<file path="src/rtl/splitflap_pkg.sv">
// Shared types and defaults for the LED frame receive path that feeds the mux core.
package splitflap_pkg;

   localparam int FRAME_BITS_DEFAULT  = 128;
   localparam int SYNC_STAGES_DEFAULT = 2;

   typedef enum logic [1:0] {
      IDLE    = 2'd0,
      SHIFT   = 2'd1,
      OVERRUN = 2'd2
   } rx_state_t;

endpackage

</file>
<file path="src/rtl/sync_edge.sv">
// Multi-flop synchronizer for one asynchronous input, with single-cycle
// rise and fall pulses derived from the synchronized level.
module sync_edge #(
   parameter int SYNC_STAGES = 2
) (
   input  logic clk,
   input  logic reset,
   input  logic d_i,
   output logic level_o,
   output logic rise_o,
   output logic fall_o
);

   logic [SYNC_STAGES-1:0] sync_q;
   logic                   prev_q;

   // prev_q holds last cycle's synchronized level so the edge pulses are exactly one cycle wide.
   always_ff @(posedge clk or negedge reset) begin
      if (!reset) begin
         sync_q <= '0;
         prev_q <= 1'b0;
      end else begin
         sync_q <= {sync_q[SYNC_STAGES-2:0], d_i};
         prev_q <= sync_q[SYNC_STAGES-1];
      end
   end

   assign level_o = sync_q[SYNC_STAGES-1];
   assign rise_o  = level_o & ~prev_q;
   assign fall_o  = ~level_o & prev_q;

endmodule

</file>
<file path="src/rtl/spi_frame_rx.sv">
// Receives a fixed-length LED frame over sck/sdi/load and commits it to
// `matrix` atomically, only when exactly FRAME_BITS bits were clocked in.
module spi_frame_rx
   import splitflap_pkg::*;
#(
   parameter int FRAME_BITS  = FRAME_BITS_DEFAULT,
   parameter int SYNC_STAGES = SYNC_STAGES_DEFAULT
) (
   input  logic                  clk,
   input  logic                  reset,
   input  logic                  sck,
   input  logic                  sdi,
   input  logic                  load,
   output logic [FRAME_BITS-1:0] matrix,
   output logic                  frame_valid,
   output logic                  frame_err,
   output logic                  busy,
   output logic [7:0]            frame_count
);

   localparam int                CNT_W    = $clog2(FRAME_BITS + 1);
   localparam logic [CNT_W-1:0]  FULL_CNT = CNT_W'(FRAME_BITS);

   logic sck_s, sck_rise, sck_fall_unused;
   logic load_s, load_rise_unused, load_fall_unused;
   logic sdi_s, sdi_rise_unused, sdi_fall_unused;

   sync_edge #(.SYNC_STAGES(SYNC_STAGES)) u_sync_sck (
      .clk    (clk),
      .reset  (reset),
      .d_i    (sck),
      .level_o(sck_s),
      .rise_o (sck_rise),
      .fall_o (sck_fall_unused)
   );

   sync_edge #(.SYNC_STAGES(SYNC_STAGES)) u_sync_load (
      .clk    (clk),
      .reset  (reset),
      .d_i    (load),
      .level_o(load_s),
      .rise_o (load_rise_unused),
      .fall_o (load_fall_unused)
   );

   sync_edge #(.SYNC_STAGES(SYNC_STAGES)) u_sync_sdi (
      .clk    (clk),
      .reset  (reset),
      .d_i    (sdi),
      .level_o(sdi_s),
      .rise_o (sdi_rise_unused),
      .fall_o (sdi_fall_unused)
   );

   rx_state_t             state_q;
   logic [FRAME_BITS-1:0] shadow_q, shadow_d;
   logic [CNT_W-1:0]      bit_cnt_q, bit_cnt_d;
   logic [FRAME_BITS-1:0] matrix_q;
   logic                  frame_valid_q, frame_err_q, busy_q;
   logic [7:0]            frame_count_q;

   assign shadow_d  = {shadow_q[FRAME_BITS-2:0], sdi_s};
   assign bit_cnt_d = bit_cnt_q + CNT_W'(1);

   // The load_s level alone decides frame end, so an sck edge racing the fall never shifts.
   always_ff @(posedge clk or negedge reset) begin
      if (!reset) begin
         state_q       <= IDLE;
         shadow_q      <= '0;
         bit_cnt_q     <= '0;
         matrix_q      <= '0;
         frame_valid_q <= 1'b0;
         frame_err_q   <= 1'b0;
         busy_q        <= 1'b0;
         frame_count_q <= 8'd0;
      end else begin
         frame_valid_q <= 1'b0;
         frame_err_q   <= 1'b0;
         unique case (state_q)
            IDLE: begin
               if (load_s) begin
                  state_q   <= SHIFT;
                  bit_cnt_q <= '0;
                  busy_q    <= 1'b1;
               end
            end
            SHIFT: begin
               if (!load_s) begin
                  if (bit_cnt_q == FULL_CNT) begin
                     matrix_q      <= shadow_q;
                     frame_valid_q <= 1'b1;
                     frame_count_q <= frame_count_q + 8'd1;
                  end else begin
                     frame_err_q <= 1'b1;
                  end
                  state_q <= IDLE;
                  busy_q  <= 1'b0;
               end else if (sck_rise) begin
                  if (bit_cnt_q < FULL_CNT) begin
                     shadow_q  <= shadow_d;
                     bit_cnt_q <= bit_cnt_d;
                  end else begin
                     state_q <= OVERRUN;
                  end
               end
            end
            OVERRUN: begin
               if (!load_s) begin
                  frame_err_q <= 1'b1;
                  state_q     <= IDLE;
                  busy_q      <= 1'b0;
               end
            end
            default: begin
               state_q <= IDLE;
               busy_q  <= 1'b0;
            end
         endcase
      end
   end

   assign matrix      = matrix_q;
   assign frame_valid = frame_valid_q;
   assign frame_err   = frame_err_q;
   assign busy        = busy_q;
   assign frame_count = frame_count_q;

endmodule

</file>
<file path="config.mk">
export PLATFORM = sky130hd
export DESIGN_NAME = spi_frame_rx
export DESIGN_NICKNAME = d
export VERILOG_FILES = /design/src/rtl/splitflap_pkg.sv /design/src/rtl/sync_edge.sv /design/src/rtl/spi_frame_rx.sv
export SDC_FILE = /design/constraint.sdc
export NUM_CORES = 1
export LEC_CHECK = 0
export CORE_ASPECT_RATIO = 1.1
export CORE_MARGIN = 10
export CORE_UTILIZATION = 35
export DETAILED_ROUTE_END_ITERATION = 10
export SETUP_SLACK_MARGIN = 0.05
export SKIP_LAST_GASP = 1
export SYNTH_ARGS = -nofsm -noshare
export SYNTH_HDL_FRONTEND = slang
export SYNTH_SLANG_ARGS = --single-unit
</file>
<file path="constraint.sdc">
create_clock -name clk -period 2.95 [get_ports clk]
set_input_delay 0.59 -clock clk [delete_from_list [all_inputs] [get_ports clk]]
set_output_delay 0.59 -clock clk [all_outputs]
set_load 0.02 [all_outputs]
</file>
==> results.py, run 1 <==
metrics = {
    "run_status": {
        "status": "finished, final reports clean",
    },
    "setup_path": {
        "path_class": "flop to flop",
        "critPathRequiredTime_ps": 3360,
        "r2r_start": "state_q[1]",
        "crit_start": "state_q[1]",
        "crit_end": "shadow_q[14]",
        "cp-end-kind": "flop",
        "rr_worst_depth": 7,
        "r2r_slack_ps": 500,
        "worstSetupStartpointType": "flop",
        "rr_endpoint": "shadow_q[14]",
        "arrival_ps": 2860,
        "path_max_fanout": 44,
    },
    "clocking": {
        "clockBufferDepth": 3,
        "cts_sinks": 284,
        "postCtsHoldBufs": 1,
        "insertion_delay_ps": 540,
        "cts_tree": "done",
        "numCtsBuffers": 31,
        "postCtsSetupRepairBufs": 0,
        "clkTransAtPathRegs_ps": 60,
        "cts-root-buf": "clkbuf_16",
        "postCtsResizedCells": 0,
        "h-tree-depth": 1,
    },
    "pwr": {
        "p_leak_nw": 6.73,
        "irDropWorstVdd_mv": 0.429,
        "power_density_mw_per_mm2": 605,
        "finalPower_w": 0.00838,
    },
    "timing": {
        "finalMaxSlewViolations": 0,
        "post-route-period-util_pct": 83.1,
        "setup_viol": 0,
        "fmaxAchievable_mhz": 408,
        "rsz0062_at_grt": "no",
        "setup_tns_ps": 0,
        "slew_headroom_pct": 65.6,
        "layout_min_cycle_time_ps": 2450,
        "hold_violations": 0,
        "worst_pin_slew_ps": 503,
        "fin_ws_ps": 500,
        "skew_ps": 8.34,
    },
    "global_routing": {
        "gr-usage-met3_pct": 3.30,
        "grt_use_met2_pct": 17.4,
        "grt_max_degree": 70,
        "overflow": 0,
        "busiest_layer": "met2",
        "antenna_found_initial": 0,
        "grt_pass1_vias": 6211,
        "gr-usage-met1_pct": 13.6,
        "gr-usage-all-layers_pct": 10.7,
        "grt_pass1_wl_um": 34800,
    },
    "floorplan": {
        "core_mm2": 0.0306,
        "dieArea_mm2": 0.0386,
        "die_h_um": 205,
        "fp-row-count": 67,
        "start_util_pct": 35.6,
        "ioPinCount": 144,
        "dieWidth_um": 188,
    },
    "logic_synthesis": {
        "ys_seq_elements": 284,
        "ys_seq_area_share_pct": 65.2,
        "synth_nets": 672,
        "yosysWarnings": 0,
        "synthArstFlopShare_pct": 100,
        "synth_area_per_cell_um2": 16.5,
        "synth_cells": 660,
        "synth_top_area_cell": "dfrtp_1",
        "yosys-top-cells-area": "dfrtp_1 65%, mux2_2 18%, mux2_1 9.1%",
        "synth_edf_count": 0,
        "yosysMostFrequentCell": "dfrtp_1",
        "synth-main-ff-cell": "dfrtp_1",
        "synth_area_mm2": 0.0109,
        "synthTopCellsByCount": "284 x dfrtp_1, 171 x mux2_2, 88 x mux2_1",
        "synthDistinctLibCells": 38,
        "synth_top_cell_area_share_pct": 65.2,
    },
    "placed_design": {
        "dp_slack_ps": 515,
        "hpwlAfterDp_um": 13400,
        "place_inst": 1198,
        "place_congestion": 0.747,
        "placed_area_mm2": 0.0128,
        "port_buffers": 143,
    },
    "detailed_routing": {
        "vias": 5778,
        "wl_per_cell_um": 16.5,
        "routed_via_density": 4.62,
        "drc": 0,
        "wirelength_um": 20600,
        "firstDrtPassIters": 4,
        "ant_nets": 0,
        "drt_iter0_drc": 285,
    },
    "cells_and_area": {
        "fin_area_mm2": 0.0138,
        "diodes": 0,
        "final-instance-count-excl-fill": 1252,
        "drive_gt1_share_pct": 28.2,
        "nNetsFinal": 830,
        "fillerInstances": 2741,
        "area_growth_pct": 27.1,
    },
    "hold_path": {
        "whs_path_depth": 0,
        "hp-class": "flop to flop",
    },
    "run": {
        "cap_violations": 0,
    },
}
## registers in the layout, indices dropped and copies added, names as in the netlist
name	cells
u_sync_sck.sync_q	2
matrix	128
frame_err	1
state_q	2
bit_cnt_q	8
u_sync_sdi.sync_q	2
shadow_q	128
frame_valid	1
u_sync_sck.prev_q	1
busy	1
frame_count	8
u_sync_load.sync_q	2
## placed cells by master (no fill, tap or decap), types with 6 or more instances in the layout
cell type        Yosys  final
mux2_2             171    171
buf_12               0      8
dfrtp_1            284    284
xnor2_1              6      6
clkbuf_8             0      6
nand4_1              9      9
mux2_1              88     88
nand2_1             10     10
ha_1                 7      7
clkdlybuf4s50_1      0    142
nand2b_1             6      6
clkbuf_16            0     31
## how the worst min path moves through the flow
stage                                     start                    end  slack (ps)
after global placement     u_sync_sck.sync_q[0]   u_sync_sck.sync_q[1]         330
final                      u_sync_sdi.sync_q[0]   u_sync_sdi.sync_q[1]         350
after global routing      u_sync_load.sync_q[0]  u_sync_load.sync_q[1]         370
after floorplan                           reset           bit_cnt_q[0]         290
after CTS                  u_sync_sdi.sync_q[0]   u_sync_sdi.sync_q[1]         350
after detailed placement   u_sync_sdi.sync_q[0]   u_sync_sdi.sync_q[1]         330
## cells by family after synthesis
logic type	after synthesis	share of synthesized area [%]
AOI/OAI and AO/OA	16	0.965
xor gates and xnor gates	7	0.563
adders and majority gates	7	0.804
buffers and inverters	37	2.37
DFF	284	65.2
muxes	264	27.2
and+or+nand+nor	45	2.86
## per-stage QoR
step	hold WS [ps]	utilization (%)
finish	345	45.3
global route	368	45.3
CTS	349	45.3
detailed placement	335	41.9
global placement	333	41.9
floorplan	294	-
## routing by layer
| layer | up-vias | wire length [um] |
|---|---|---|
| met5 | - | 0 |
| met1 | 2951 | 8940 |
| met3 | 36 | 1400 |
| met4 | 0 | 391 |
| met2 | 109 | 9880 |
| li1 | 2682 | - |
## cell type report
cell class	instances	area [um^2]	share of cell area [%]
clock buffers	42	877	6.33
clock inverters	11	143	1.03
inverters	5	18.8	0.136
multi-input cells	339	3540	25.6
flip-flops and latches	284	7110	51.3
well taps	414	518	3.74
repair buffers	157	1640	11.9
## where the power goes
group          internal (W)  leakage [nW]  switching [W]  total (W)
Combinational      0.000209          2.29       0.000289   0.000498
Sequential          0.00397          3.94      0.0000747    0.00405
Clock               0.00233         0.504        0.00150    0.00383
Total               0.00651          6.73        0.00186    0.00838
## critical path, stage by stage (launching register included)
cell and delay (ps):
dfrtp_1 400, inv_1 100, ha_1 330, nand2_1 200, nor4b_4 300, buf_12 300, buf_12 290, mux2_2 360
No activity file was read; power rests on OpenSTA's default activity.
==> run 2: changes to the inputs <==
==> constraint.sdc (replaced) <==
create_clock -name clk -period 2.2 [get_ports clk]
set_input_delay 0.44 -clock clk [delete_from_list [all_inputs] [get_ports clk]]
set_output_delay 0.44 -clock clk [all_outputs]
set_load 0.02 [all_outputs]
==> run 2 against run 1 <==
Effect of this change: global-route usage grew 0.38 points; fmax up 13%; flip-flop and latch count did not move; non-clock buffer count increased by 50; wire length increased by 13%; setup slack got worse by 470 ps; sequential share of layout area fell by 2.5 points; die area unchanged; critical path type unchanged; largest cell class unchanged; highest routed layer unchanged.
==> results.py, run 2 (synthesis results as in run 1) <==
metrics = {
    "floorplan": {
        "dieArea_mm2": 0.0386,
        "ioPinCount": 144,
        "start_util_pct": 35.6,
        "dieWidth_um": 188,
        "die_h_um": 205,
        "fp-row-count": 67,
        "core_mm2": 0.0306,
    },
    "timing": {
        "setup_viol": 0,
        "hold_violations": 0,
        "skew_ps": 11.0,
        "whs_ps": 347,
        "fmaxAchievable_mhz": 462,
        "worst_pin_slew_ps": 481,
        "post-route-period-util_pct": 98.5,
        "layout_min_cycle_time_ps": 2170,
        "finalMaxSlewViolations": 0,
        "rsz0062_at_grt": "yes",
        "slew_headroom_pct": 67.1,
    },
    "cells_and_area": {
        "nNetsFinal": 878,
        "drive_gt1_share_pct": 33.3,
        "fin_util_pct": 47.6,
        "fin_area_mm2": 0.0146,
        "mostFrequentLayoutCell": "dfrtp_1",
        "layout_common_cells": "283 x dfrtp_1, 164 x mux2_2, 141 x clkdlybuf4s50_1",
        "diodes": 0,
        "area_growth_pct": 33.7,
        "fillerInstances": 2691,
    },
    "setup_path": {
        "cp-end-kind": "flop",
        "path_common_cell": "clkbuf_16",
        "rr_worst_depth": 6,
        "crit_buf_inv": 3,
        "worstSetupStartpointType": "flop",
        "critical_path.cell_chain": "or3_4 > nor4b_4 > buf_6 > clkbuf_16 > clkbuf_16 > mux2_1",
        "cp_top_family": "simple AND/OR/NAND/NOR gates",
        "path_max_fanout": 7,
        "rr_endpoint": "matrix[93]",
        "r2r_slack_ps": 30,
        "arrival_ps": 2580,
        "critPathRequiredTime_ps": 2620,
        "max_stage_delay_ps": 410,
        "r2r_start": "bit_cnt_q[2]",
        "critPathSlowestCell": "or3_4",
        "path_class": "flop to flop",
    },
    "detailed_routing": {
        "firstDrtPassIters": 4,
        "routed_via_density": 4.69,
        "drt_iter0_drc": 201,
        "ant_nets": 0,
        "wirelength_um": 23200,
        "wl_per_cell_um": 17.8,
        "drc": 0,
        "vias": 6102,
    },
    "clocking": {
        "numCtsBuffers": 29,
        "clockBufferDepth": 3,
        "cts-root-buf": "clkbuf_16",
        "cts_sinks": 284,
        "clkTransAtPathRegs_ps": 60,
        "h-tree-depth": 1,
        "cts_tree": "done",
        "insertion_delay_ps": 540,
    },
    "placed_design": {
        "place_congestion": 0.748,
        "port_buffers": 143,
        "placed_area_mm2": 0.0131,
        "hpwlAfterDp_um": 14600,
    },
    "global_routing": {
        "overflow": 0,
        "grt_max_degree": 78,
        "grt_pass1_vias": 6546,
        "antenna_found_initial": 0,
        "gr-usage-all-layers_pct": 11.1,
        "grt_pass1_wl_um": 35800,
    },
    "run": {
        "cap_violations": 0,
    },
    "pwr": {
        "finalPower_w": 0.0110,
        "p_leak_nw": 7.07,
        "irDropWorstVdd_mv": 0.416,
        "power_density_mw_per_mm2": 753,
    },
    "hold_path": {
        "hp-class": "flop to flop",
        "hold_path_end": "u_sync_sck.sync_q[1]",
        "whs_path_depth": 0,
        "hold_start": "u_sync_sck.sync_q[0]",
    },
    "run_status": {
        "status": "finished, final reports clean",
    },
}
## run 2: cell count changes in the layout (fill, tap and decap cells not counted), sizes merged
cell           previous run  this run
buf                      14        52
clkbuf                   42        56
bufinv                    3         1
clkdlybuf4s50           142       141
clkinvlp                  1         0
dlymetal6s2s              0         1
inv                       7         6
## run 2: through the flow
step	setup slack, ps	cells	TNS, ps
6_report	33.2	1300	0
4_1_cts	46.6	1278	0
2_1_floorplan	54.9	660	0
5_1_grt	-74.6	1300	-2430
3_5_place_dp	71.9	1226	0
3_3_place_gp	120	1226	0
## run 2: what timing repair did
item | 4_1_cts | 5_1_grt
setup buffers | 0 | 8
setup endpoints to repair | 1 | 146
pin swaps | 0 | 2
gates resized for setup | 0 | 29
hold buffers | 1 | 0
gates cloned | 0 | 14
endpoints found under the hold margin | 40 | 0
## run 2: power by group
| group | internal [W] | switching [W] | leakage, nW | total, W |
|---|---|---|---|---|
| registers | 0.00533 | 0.0000749 | 3.94 | 0.00540 |
| logic | 0.000391 | 0.000443 | 2.67 | 0.000835 |
| clock network | 0.00280 | 0.00194 | 0.461 | 0.00474 |
## run 2: worst max path at each step
stage | start | to | slack, ps | cells after the start
2_1_floorplan | state_q[1] | shadow_q[38] | 50 | 8
3_3_place_gp | bit_cnt_q[4] | matrix[33] | 120 | 5
3_5_place_dp | bit_cnt_q[4] | matrix[35] | 70 | 5
4_1_cts | bit_cnt_q[4] | matrix[30] | 50 | 5
5_1_grt | bit_cnt_q[0] | matrix[99] | -70 | 8
6_report | bit_cnt_q[2] | matrix[93] | 30 | 6
## run 2: cell type report
type	instances	area, um^2	area share, %
clock buffers	44	862	5.92
clock inverters	7	63.8	0.438
inverters	5	18.8	0.129
multi-input cells	339	3620	24.9
flip-flops and latches	284	7110	48.8
well taps	414	518	3.55
repair buffers	207	2380	16.3
## run 2: per-layer routing
| layer | track usage, % | wire length (um) | up-vias | share of wire [%] |
|---|---|---|---|---|
| li1 | - | - | 2769 | - |
| met1 | 13.9 | 10200 | 3189 | 44 |
| met2 | 18.4 | 11300 | 112 | 49 |
| met3 | 3.40 | 1360 | 32 | 5.9 |
| met4 | 2.74 | 357 | 0 | 1.5 |
| met5 | 0 | 0 | - | 0 |
